### src/rtl/amp_shdn_ctrl.sv
// amp_shdn_ctrl: power/fault sequencer for NUM_AMP class-D amplifier channels
//   clk, rst_n : 50 MHz clock, asynchronous active-low reset (already synchronised)
//   Flt_n      : raw asynchronous amp fault pins, active low
//   seq_low    : EQ low-frequency queues primed (level)
//   clr_lock   : single-cycle pulse that leaves lockout once faults are clear
//   sht_dwn    : amp shutdown, active high, registered
//   flt_src    : sticky set of amps whose debounced faults caused the last shutdown
//   retry_cnt  : consecutive-fault count
//   locked     : high while locked out
//   gain       : soft-start gain for speaker drive scaling
// Optional macro SOFT_START_EN builds the gain ramp; otherwise gain is a constant 8'hFF.
module amp_shdn_ctrl #(
  parameter int NUM_AMP   = 2,
  parameter int DBNC_CYC  = 1024,
  parameter int RETRY_CYC = 50000000,
  parameter int MAX_RETRY = 3,
  parameter int RAMP_STEP = 256
) (
  input  logic               clk,
  input  logic               rst_n,
  input  logic [NUM_AMP-1:0] Flt_n,
  input  logic               seq_low,
  input  logic               clr_lock,
  output logic [NUM_AMP-1:0] sht_dwn,
  output logic [NUM_AMP-1:0] flt_src,
  output logic [3:0]         retry_cnt,
  output logic               locked,
  output logic [7:0]         gain
);
  localparam int DW = $clog2(DBNC_CYC + 1);
  localparam int TW = $clog2(RETRY_CYC + 1);
  typedef enum logic [2:0] {WAIT, RUN, FAULT, FAULT_HOLD, LOCKOUT} state_t;
  state_t state, nxt;
  logic [NUM_AMP-1:0] sync1, sync2, flt_db, flt_src_nxt;
  logic [NUM_AMP-1:0][DW-1:0] dbnc;
  logic [TW-1:0] timer, timer_nxt;
  logic [3:0] retry_nxt;
  logic flt_any;
  always_ff @(posedge clk or negedge rst_n)
    if (!rst_n) {sync2, sync1} <= '0;
    else {sync2, sync1} <= {sync1, Flt_n};
  for (genvar i = 0; i < NUM_AMP; i++) begin : g_dbnc
    always_ff @(posedge clk or negedge rst_n)
      if (!rst_n) dbnc[i] <= '0;
      else if (sync2[i]) dbnc[i] <= '0;
      else if (dbnc[i] != DW'(DBNC_CYC)) dbnc[i] <= dbnc[i] + 1'b1;
    assign flt_db[i] = dbnc[i] == DW'(DBNC_CYC);
  end
  assign flt_any = |flt_db;
  // The shared timer counts fault-free RUN cycles or FAULT_HOLD cycles and restarts on every state change.
  always_comb begin
    nxt         = state;
    timer_nxt   = '0;
    retry_nxt   = retry_cnt;
    flt_src_nxt = flt_src;
    case (state)
      WAIT: nxt = flt_any ? FAULT : seq_low ? RUN : WAIT;
      RUN: begin
        nxt       = flt_any ? FAULT : RUN;
        timer_nxt = (timer == TW'(RETRY_CYC)) ? timer : timer + 1'b1;
        if (!flt_any && timer >= TW'(RETRY_CYC - 1)) retry_nxt = '0;
      end
      FAULT: begin
        flt_src_nxt = flt_db;
        retry_nxt   = (retry_cnt == 4'hF) ? retry_cnt : retry_cnt + 4'd1;
        nxt         = ({1'b0, retry_cnt} + 5'd1 >= 5'(MAX_RETRY)) ? LOCKOUT : FAULT_HOLD;
      end
      FAULT_HOLD:
        if (!flt_any) begin
          if (timer == TW'(RETRY_CYC - 1)) nxt = WAIT;
          else timer_nxt = timer + 1'b1;
        end
      LOCKOUT:
        if (clr_lock && !flt_any) begin
          nxt       = WAIT;
          retry_nxt = '0;
        end
      default: nxt = WAIT;
    endcase
    if (nxt != state) timer_nxt = '0;
  end
  always_ff @(posedge clk or negedge rst_n)
    if (!rst_n) begin
      state     <= WAIT;
      timer     <= '0;
      retry_cnt <= '0;
      flt_src   <= '0;
      sht_dwn   <= '1;
      locked    <= 1'b0;
    end else begin
      state     <= nxt;
      timer     <= timer_nxt;
      retry_cnt <= retry_nxt;
      flt_src   <= flt_src_nxt;
      sht_dwn   <= {NUM_AMP{nxt != RUN}};
      locked    <= nxt == LOCKOUT;
    end
`ifdef SOFT_START_EN
  localparam int RW = $clog2(RAMP_STEP + 1);
  logic [RW-1:0] ramp;
  // Gain is zeroed on the same edge sht_dwn rises and restarts from 0 on every RUN entry.
  always_ff @(posedge clk or negedge rst_n)
    if (!rst_n) begin
      gain <= '0;
      ramp <= '0;
    end else if (nxt != RUN || state != RUN) begin
      gain <= '0;
      ramp <= '0;
    end else if (ramp == RW'(RAMP_STEP - 1)) begin
      ramp <= '0;
      gain <= (gain == 8'hFF) ? gain : gain + 8'd1;
    end else ramp <= ramp + 1'b1;
`else
  assign gain = 8'hFF;
`endif
endmodule

### config.mk
export PLATFORM = sky130hd
export DESIGN_NAME = amp_shdn_ctrl
export DESIGN_NICKNAME = d
export VERILOG_FILES = /design/src/rtl/amp_shdn_ctrl.sv
export SDC_FILE = /design/constraint.sdc
export NUM_CORES = 1
export LEC_CHECK = 0
export ABC_CLOCK_PERIOD_IN_PS = 2600
export CAP_MARGIN = 20
export CORE_MARGIN = 5
export CORE_UTILIZATION = 45
export DETAILED_ROUTE_END_ITERATION = 8
export PLACE_DENSITY = 0.68
export REMOVE_ABC_BUFFERS = 1
export SLEW_MARGIN = 20
export SYNTH_ARGS = -nofsm -noshare
export SYNTH_HDL_FRONTEND = slang
export SYNTH_SLANG_ARGS = --single-unit
### constraint.sdc
create_clock -name clk -period 2.6 [get_ports clk]
set_input_delay 0.78 -clock clk [delete_from_list [all_inputs] [get_ports clk]]
set_output_delay 0.78 -clock clk [all_outputs]
set_load 0.02 [all_outputs]
==> results by group <==
Run status
  – Status: finished, final reports clean

Layout
  – Share of cells above drive strength 1: 0.0954
  – Nets: 376
  – Area grow syn2layout: 13.9%
  – Finished Layout Cells: 466
  – Ant diodes: 0
  – Fill cell count: 689
  – Post-route cell area: 3780 um2
  – Final core occ: 0.523

Global routing
  – Met3 Use GR: 0.0328
  – Grt ovf: 0
  – Initial antenna violation count: 0
  – First-pass GRT wire length: 10300 um
  – Global Route Usage Sum: 0.145
  – M2 GR Usage: 0.228
  – Busiest grt layer: met2
  – Largest net degree at the start of global routing: 28
  – Vias in the first global route: 2287
  – Met1 capacity usage during global routing: 0.190

Yosys
  – Complex-gate fraction of the synthesized area: 0.0751
  – Yosys cell types: 53
  – Cell area after synthesis: 3310 um2
  – Synthesis-stage register bit count: 63
  – Simple-Gate Fraction of Synth Area: 0.253
  – Multiplexer area fraction after synthesis: 0.00302
  – Yosys top cell by area: dfrtp_1
  – EDFF count, synth: 0
  – Area share of fa/ha/maj cells after synthesis: 0.0302
  – Largest family of logic cells by synthesized area: simple AND/OR/NAND/NOR gates
  – XOR/XNOR Fraction of Synth Area: 0.108
  – Yosys warns: 0
  – Ranking of synthesized cells by area: dfrtp_1, nor2_1, xor2_1
  – Ys async rst share: 1.00
  – Syn Area/Cell: 9.69 um2
  – Seq/Total Area, Yosys: 0.476
  – Most used DFF post-synth: dfrtp_1
  – Yosys top cell area share: 0.468
  – Instance count of the mapped netlist: 342

Pwr
  – Part of the power in the clock network: 0.411
  – Int Power: 1700 uW
  – VDD IR max: 0.286 mV
  – Leakage: 0.00167 uW
  – Overall Power: 2260 uW
  – Sw Pwr: 561 uW
  – Sequential share of power: 0.499
  – Net Sw Frac: 0.248
  – Logic gate share of total power: 0.090
  – Pwr dens: 600 nW/um2

Place
  – Dpl cells: 450
  – DP Area: 3550 um2
  – PortBufs: 14
  – HPWL Detailed: 4350 um
  – RD Place Congestion: 0.813

Critical path
  – FF-to-FF path depth: 9
  – CP max FO: 24
  – Worst Path Required: 2.81 ns
  – Worst setup path class: register to register
  – Critical Path Max Stage Delay: 0.44 ns
  – Crit-path slowest cell: dfrtp_1
  – Crit-path cells: inv_1, ha_1, nor4b_2, nand3_2, and2_4, o211a_1, o311ai_4, buf_12, nor2_1
  – CP endpoint kind: register
  – Worst setup SP type: register
  – Worst EP arrival: 2.53 ns

Floorplan
  – Chip height: 95.8 um
  – Core ar.: 7210 um2
  – Starting Density: 0.459
  – IO Count: 23
  – Die ar.: 9180 um2
  – Die width: 95.8 um
  – Site row count: 31

Clock tree
  – Clock sink total: 63
  – Num CTS Buffers: 9
  – Root buffer cell: clkbuf_8
  – Total number of H-tree levels: 3
  – Post-CTS Setup Bufs: 0
  – CTS resizes: 0
  – Clk buf depth: 2
  – Skew-Pair Late Insertion Delay: 0.33 ns
  – CTS tree: yes
  – Clock transition at path regs: 0.07 ns
  – Hold Buf Count CTS: 0

STA
  – Worst Clk Skew: 0.00585 ns
  – Unrepaired setup endpoints after global routing: false
  – Final hold vios: 0
  – Final setup fails: 0
  – Final critical-path required period: 2.32 ns
  – Worst-Margin Slew: 0.591 ns
  – Max-Slew Margin vs Limit: 0.606
  – Post-route setup TNS: 0 ns
  – Period Utilization, post-route: 0.892
  – Max-slew violations: 0
  – Fmax: 431 MHz

Hold path
  – Hold Path Class: register to register
  – Hold Path Stages: 0

Routing
  – Final WL: 6020 um
  – DR iter-0 viols: 111
  – Wirelength per Cell: 12.9 um
  – First drt pass iteration count: 4
  – Vias per Instance: 5.17
  – DR vias: 2409
  – DRC: 0
  – Remaining antenna violation count: 0

Flow run
  – Maxcap violations: 0
per-stage QoR:
stage / setup slack [ns] / hold slack [ns]
final: 0.280 / 0.349
after global routing: 0.104 / 0.369
after CTS: 0.259 / 0.352
after detailed placement: 0.258 / 0.336
after global placement: 0.324 / 0.333
after floorplan: 0.352 / 0.331
registers in the layout (all words and copies together) (netlist names), 2 cells and up:
register	cells
retry_cnt	4
timer	26
state	3
flt_src	2
sync1	2
dbnc	22
sync2	2
kinds of logic (layout without fill, tap and decap cells):
kind of cell | after synthesis | after routing
AO/OA/AOI/OAI | 34 | 34
other | 1 | 8
adder cells (fa/ha/maj) | 8 | 8
buffers and inverters | 34 | 52
flip-flops | 63 | 63
XOR/XNOR | 41 | 41
multiplexers | 1 | 1
AND/OR/NAND/NOR | 160 | 160
worst max-delay path: cells and delay by family (launching register included):
| family | cells | cell delay (ns) |
|---|---|---|
| DFF | 1 | 0.44 |
| AOI/OAI and AO/OA | 2 | 0.51 |
| buffers and inverters | 2 | 0.30 |
| adders and majority gates | 1 | 0.15 |
| and+or+nand+nor | 4 | 0.80 |
final cells by class:
class	count	area (um2)	area share
inverters	17	63.8	0.0169
clock inverters	2	35.0	0.00928
flip-flops and latches	63	1580	0.418
multi-input cells	252	1590	0.420
repair buffers	19	198	0.0524
clock buffers	14	193	0.0510
well taps	99	124	0.0328
metal layers:
metal / vias up / share of wire
met5: - / 0
met4: 0 / 0.013
met3: 7 / 0.027
met2: 28 / 0.49
met1: 1182 / 0.47
li1: 1192 / -
path summary, 6_finish.rpt:
| path | start | end | slack [ns] |
|---|---|---|---|
| max | dbnc[11] | timer[13] | 0.28 |
| min | sync1[0] | sync2[0] | 0.35 |
| max reg2reg | dbnc[11] | timer[13] | 0.28 |
| min reg2reg | sync1[0] | sync2[0] | 0.35 |
| max in group asynchronous | rst_n | dbnc[8] | 1.54 |
| min in group asynchronous | rst_n | dbnc[21] | 0.45 |
Yosys cell counts, types with 4 or more instances:
library cell	number
nand4_1	7
buf_4	9
o21ai_0	6
nand3b_1	5
nor4_1	4
nand3_1	26
nand2_1	20
and3_1	7
inv_1	17
clkbuf_1	5
dfrtp_1	62
nor3_1	6
ha_1	8
xnor2_1	18
xor2_1	23
a21oi_1	10
nor2_1	62
placed cells by master, fill, tap and decap left out, types with 4 or more instances in the layout:
| master | Yosys | final |
|---|---|---|
| ha_1 | 8 | 8 |
| conb_1 | 1 | 8 |
| nand4_1 | 7 | 7 |
| xnor2_1 | 18 | 18 |
| nor3_1 | 6 | 6 |
| xor2_1 | 23 | 23 |
| and3_1 | 7 | 7 |
| clkdlybuf4s50_1 | 0 | 13 |
| o21ai_0 | 6 | 6 |
| nor2_1 | 62 | 62 |
| dfrtp_1 | 62 | 62 |
| a21oi_1 | 10 | 10 |
| nand2_1 | 20 | 20 |
| nor4_1 | 4 | 4 |
| clkbuf_8 | 0 | 14 |
| nand3_1 | 26 | 26 |
| inv_1 | 17 | 17 |
| nand3b_1 | 5 | 5 |
power by group through the flow:
stage	Clock, uW	Combinational, uW	Sequential, uW
3_3_place_gp	0	198	1150
3_5_place_dp	0	206	1150
4_1_cts	953	207	1130
6_report	930	204	1130
2_1_floorplan	0	148	1120
5_1_grt	994	241	1140
Note: power is estimated with default switching activity, not from simulation.
